[src/rtl/clap_pkg.sv]
// Shared definitions for the clap chain: detector state encoding and default
// timing constants at 100 MHz. The controller's gap timeout reuses the constants.
package clap_pkg;

  localparam logic [1:0] ST_IDLE     = 2'b00;
  localparam logic [1:0] ST_HIGH     = 2'b01;
  localparam logic [1:0] ST_LOCKOUT  = 2'b10;
  localparam logic [1:0] ST_WAIT_LOW = 2'b11;

  typedef enum logic [1:0] {
    IDLE     = ST_IDLE,
    HIGH     = ST_HIGH,
    LOCKOUT  = ST_LOCKOUT,
    WAIT_LOW = ST_WAIT_LOW
  } det_state_e;

  localparam int unsigned MIN_HIGH_CYCLES_DEF = 100_000;
  localparam int unsigned MAX_HIGH_CYCLES_DEF = 5_000_000;
  localparam int unsigned LOCKOUT_CYCLES_DEF  = 10_000_000;

  function automatic int unsigned max_u(input int unsigned a, input int unsigned b);
    return (a > b) ? a : b;
  endfunction

endpackage

[src/rtl/signal_synchronizer.sv]
// Multi-flop synchroniser for a single asynchronous level; clears to 0 on
// synchronous active-low reset.
module signal_synchronizer #(
  parameter int unsigned STAGES = 2
) (
  input  logic clk_i,
  input  logic rst_n_i,
  input  logic d_i,
  output logic q_o
);

  logic [STAGES-1:0] sync_q;

  always_ff @(posedge clk_i) begin
    if (!rst_n_i) begin
      sync_q <= '0;
    end else begin
      sync_q <= {sync_q[STAGES-2:0], d_i};
    end
  end

  assign q_o = sync_q[STAGES-1];

endmodule

[src/rtl/clap_detector.sv]
// Qualifies the synchronised comparator output into single-cycle clap events:
// accepts high pulses of MIN..MAX cycles, then holds off for a lockout window.
module clap_detector
  import clap_pkg::*;
#(
  parameter int unsigned SYNC_STAGES     = 2,
  parameter int unsigned MIN_HIGH_CYCLES = MIN_HIGH_CYCLES_DEF,
  parameter int unsigned MAX_HIGH_CYCLES = MAX_HIGH_CYCLES_DEF,
  parameter int unsigned LOCKOUT_CYCLES  = LOCKOUT_CYCLES_DEF,
  parameter int unsigned CNT_W           = $clog2(max_u(MAX_HIGH_CYCLES, LOCKOUT_CYCLES) + 1)
) (
  input  logic clk_i,
  input  logic rst_n_i,
  input  logic mic_i,
  output logic clap_o,
  output logic busy_o
);

  if (MIN_HIGH_CYCLES < 1 || MIN_HIGH_CYCLES > MAX_HIGH_CYCLES ||
      LOCKOUT_CYCLES < 1 || SYNC_STAGES < 2) begin : g_param_err
    $error("clap_detector: illegal timing or synchroniser parameters");
  end

  localparam logic [CNT_W-1:0] CNT_ONE   = CNT_W'(1);
  localparam logic [CNT_W-1:0] MIN_C     = CNT_W'(MIN_HIGH_CYCLES);
  localparam logic [CNT_W-1:0] MAX_C     = CNT_W'(MAX_HIGH_CYCLES);
  localparam logic [CNT_W-1:0] LOCK_LAST = CNT_W'(LOCKOUT_CYCLES - 1);

  logic             mic_s;
  det_state_e       state_q;
  logic [CNT_W-1:0] cnt_q;
  logic             clap_q;
  logic             busy_q;

  signal_synchronizer #(
    .STAGES (SYNC_STAGES)
  ) u_mic_sync (
    .clk_i   (clk_i),
    .rst_n_i (rst_n_i),
    .d_i     (mic_i),
    .q_o     (mic_s)
  );

  // One counter serves both pulse measurement (HIGH) and dead time (LOCKOUT).
  always_ff @(posedge clk_i) begin
    if (!rst_n_i) begin
      state_q <= IDLE;
      cnt_q   <= '0;
      clap_q  <= 1'b0;
      busy_q  <= 1'b0;
    end else begin
      clap_q <= 1'b0;
      unique case (state_q)
        IDLE: begin
          if (mic_s) begin
            state_q <= HIGH;
            cnt_q   <= CNT_ONE;
            busy_q  <= 1'b1;
          end
        end
        HIGH: begin
          if (mic_s) begin
            if (cnt_q == MAX_C) begin
              state_q <= WAIT_LOW;
              cnt_q   <= '0;
            end else begin
              cnt_q <= cnt_q + CNT_ONE;
            end
          end else if (cnt_q >= MIN_C) begin
            state_q <= LOCKOUT;
            cnt_q   <= '0;
            clap_q  <= 1'b1;
          end else begin
            state_q <= IDLE;
            cnt_q   <= '0;
            busy_q  <= 1'b0;
          end
        end
        LOCKOUT: begin
          if (cnt_q == LOCK_LAST) begin
            state_q <= WAIT_LOW;
            cnt_q   <= '0;
          end else begin
            cnt_q <= cnt_q + CNT_ONE;
          end
        end
        // A pulse still high after lockout must fall before anything is measured.
        WAIT_LOW: begin
          if (!mic_s) begin
            state_q <= IDLE;
            busy_q  <= 1'b0;
          end
        end
      endcase
    end
  end

  assign clap_o = clap_q;
  assign busy_o = busy_q;

endmodule

[config.mk]
export PLATFORM = sky130hd
export DESIGN_NAME = clap_detector
export DESIGN_NICKNAME = d
export VERILOG_FILES = /design/src/rtl/clap_pkg.sv /design/src/rtl/signal_synchronizer.sv /design/src/rtl/clap_detector.sv
export SDC_FILE = /design/constraint.sdc
export NUM_CORES = 1
export LEC_CHECK = 0
export ABC_AREA = 1
export BUFFER_PORTS_ARGS = -buffer_cell sky130_fd_sc_hd__buf_2
export CAP_MARGIN = 20
export CORE_ASPECT_RATIO = 0.5
export CORE_MARGIN = 2
export CORE_UTILIZATION = 61
export CTS_CLUSTER_DIAMETER = 40
export DETAILED_ROUTE_END_ITERATION = 10
export PLACE_DENSITY_LB_ADDON = 0.3
export SLEW_MARGIN = 5
export SYNTH_ARGS = -nofsm -noshare
export SYNTH_HDL_FRONTEND = slang
export SYNTH_SLANG_ARGS = --single-unit
[constraint.sdc]
create_clock -name clk_i -period 2.5 [get_ports clk_i]
set_clock_uncertainty 0.1 [all_clocks]
set_input_delay 0.5 -clock clk_i [delete_from_list [all_inputs] [get_ports clk_i]]
set_output_delay 0.5 -clock clk_i [all_outputs]
set_load 0.005 [all_outputs]
==> flow_summary.ini <==
[clock_network]
cts.repair.resized = 0
ctsHoldBuffers = 0
clk_latency_ps = 280
cts_tree = built
cts_setup_buffers = 0
cts-htree-levels = 2
clockBufferDepth = 2
cts_sinks = 30
clk_pin_slew_ps = 60
cts_buffers = 5
cts_root_buf = clkbuf_8

[setup_path]
worstReg2RegStart = state_q[0]$_SDFFE_PN0P_
path_cells = inv_1, ha_1, nand2_2, nand2_4, nor2_1, nand3_1, nor2_1, nand2_1, o21ai_0, nor2_1
critPathMaxStageDelay_ps = 400
cp_top_family = simple AND/OR/NAND/NOR gates
cp-end-kind = flip-flop
crit_arrival_ps = 2190
crit_slowest_cell = dfxtp_1
worst-endpoint-required_ps = 2560
r2r_cells = 10
crit_fanout = 10
ff2ff_setup_slack_ps = 360
cpMostUsedCell = nor2_1
cp_num_buf_inv = 1
crit_type = flip-flop to flip-flop
start_kind = flip-flop
r2r-end = cnt_q[19]$_SDFFE_PN0P_

[floorplan]
coreArea_um2 = 2720
die_y_um = 42.7
ios = 5
die_area_um2 = 3480
die_x_um = 81.4
initial_core_util = 0.673
std_cell_rows = 13

[route]
via_count = 1829
via_per_inst = 5.58
dr.first_iter.drc_count = 156
routedWlPerCell_um = 13.9
first_pass_iters = 5
wl_um = 4570
antenna_left = 0
route.detailed.drc = 0

[synth]
ys.flop_type = dfxtp_1
synth_edf_count = 0
postSynthNetCount = 295
synth_area_um2 = 1830
synth.distinct_cells = 27
yosys_warnings = 0
avgSynthCellArea_um2 = 6.44
synth_cells = 284
synthArstFlopShare = 0
ys_seq_area_frac = 0.328
synth_seq_cells = 30

[timing]
max_slew_margin = 0.730
setup_violations = 0
fmax_ghz = 0.468
holdWs_ps = 310
rsz0062_at_grt = no
setup_ws_ps = 363
hold_viol = 0
tns_ps = 0
min_period_ps = 2140
finalCritPeriodShare = 0.855
slew_viol_final = 0
worst_pin_slew_ps = 404

[global_route]
antenna_found_initial = 0
grt_pass1_wl_um = 7320
overflow = 0
grt_pass1_vias = 1617
grt_util_all_layers = 0.287
grt_max_degree = 21

[placement]
place_congestion = 0.993
dp_slack_ps = 412
io_buffers = 4
dp_hpwl_um = 3460

[outcome]
status = complete, no violations

[final_layout]
final_cell_mix = 58 x nor2_1, 56 x nand2_1, 40 x inv_1, 30 x dfxtp_1, 24 x nand3_1
num_antenna_cells = 0
area_growth_pct = 6.22
drive_gt1_frac = 0.0790
seqCellArea_um2 = 601
fillers = 239
final_common_cell = nor2_1
final_nets = 302
multi_input_area_um2 = 1040

[worst_hold_path]
hp-class = input pin to flip-flop
whs_path_depth = 3
worstHoldEndpoint = u_mic_sync.sync_q[0]$_SDFF_PN0_
min_from = mic_i

[pwr]
powerDensity_nw_per_um2 = 670
power_uw = 1300
leakage_uw = 0.000845
ir_drop_mv = 0.389

[run]
cap_violations = 0
## Yosys cell counts (2+ instances only)
| cell | instances | share of area |
|---|---|---|
| dfxtp_1 | 30 | 0.33 |
| ha_1 | 8 | 0.055 |
| nor3_1 | 10 | 0.027 |
| o21ai_0 | 10 | 0.027 |
| nor2_1 | 58 | 0.12 |
| a21oi_1 | 7 | 0.019 |
| nor2_2 | 3 | 0.010 |
| inv_2 | 2 | 0.0041 |
| nand4_1 | 8 | 0.027 |
| nand2_2 | 5 | 0.017 |
| buf_6 | 2 | 0.012 |
| inv_1 | 40 | 0.082 |
| xor2_1 | 9 | 0.043 |
| nand2_1 | 56 | 0.11 |
| nand3_1 | 24 | 0.066 |
## registers in the layout, indices dropped and copies added (netlist names), named ones only
name and count:
cnt_q 24, busy_o 1, state_q 1, u_mic_sync.sync_q 2, clap_o 1
## metrics by stage
step,std cells,utilization,instance area (um2)
global route,328,0.715,1940
global placement,321,0.686,1860
detailed placement,321,0.686,1860
CTS,328,0.715,1940
floorplan,284,-,1830
finish,328,0.715,1940
## area by class of cell
cell class | count | share of cell area
Multi-Input combinational cell | 208 | 0.535
Timing Repair Buffer | 4 | 0.0103
Sequential cell | 30 | 0.309
Inverter | 42 | 0.0811
Clock inverter | 2 | 0.00515
Clock buffer | 5 | 0.0354
Tap cell | 37 | 0.0238
## cells by family (layout without fill, tap and decap cells)
family / count (synthesis) / count (layout) / synth area share
flip-flops: 30 / 30 / 0.328
AO/OA/AOI/OAI: 24 / 24 / 0.0746
buffers and inverters: 46 / 53 / 0.103
XOR/XNOR: 10 / 10 / 0.0479
AND/OR/NAND/NOR: 166 / 166 / 0.391
adder cells (fa/ha/maj): 8 / 8 / 0.0547
## how the worst max path moves through the flow
stage / start / endpoint / slack, ps / depth (start not counted)
2_1_floorplan: state_q[0]$_SDFFE_PN0P_ / cnt_q[19]$_SDFFE_PN0P_ / 720 / 10
3_3_place_gp: state_q[0]$_SDFFE_PN0P_ / cnt_q[19]$_SDFFE_PN0P_ / 500 / 10
3_5_place_dp: state_q[0]$_SDFFE_PN0P_ / cnt_q[19]$_SDFFE_PN0P_ / 410 / 10
4_1_cts: state_q[0]$_SDFFE_PN0P_ / cnt_q[19]$_SDFFE_PN0P_ / 400 / 10
5_1_grt: state_q[0]$_SDFFE_PN0P_ / cnt_q[19]$_SDFFE_PN0P_ / 210 / 10
6_report: state_q[0]$_SDFFE_PN0P_ / cnt_q[19]$_SDFFE_PN0P_ / 360 / 10
## worst reg2reg max path: cells and delay by family, from the launching register on
| kind | cells | cell delay [ps] |
|---|---|---|
| flops | 1 | 400 |
| compound gates | 1 | 160 |
| simple gates | 7 | 980 |
| fa+ha+maj | 1 | 230 |
| buf+inv | 1 | 150 |
## report_power, final
| group | switching, uW | leakage [uW] | internal (uW) |
|---|---|---|---|
| clock | 172 | 0.0000438 | 186 |
| combinational | 268 | 0.000559 | 124 |
| sequential | 35.8 | 0.000243 | 517 |
| total | 476 | 0.000845 | 826 |
## per-layer routing
metal,global-route usage,vias up,wire (um)
met5,0,-,0
met4,0.0915,0,93
met3,0.0702,17,468
met2,0.428,99,1870
met1,0.406,805,2140
li1,-,908,-
No activity file was read; power rests on OpenSTA's default activity.
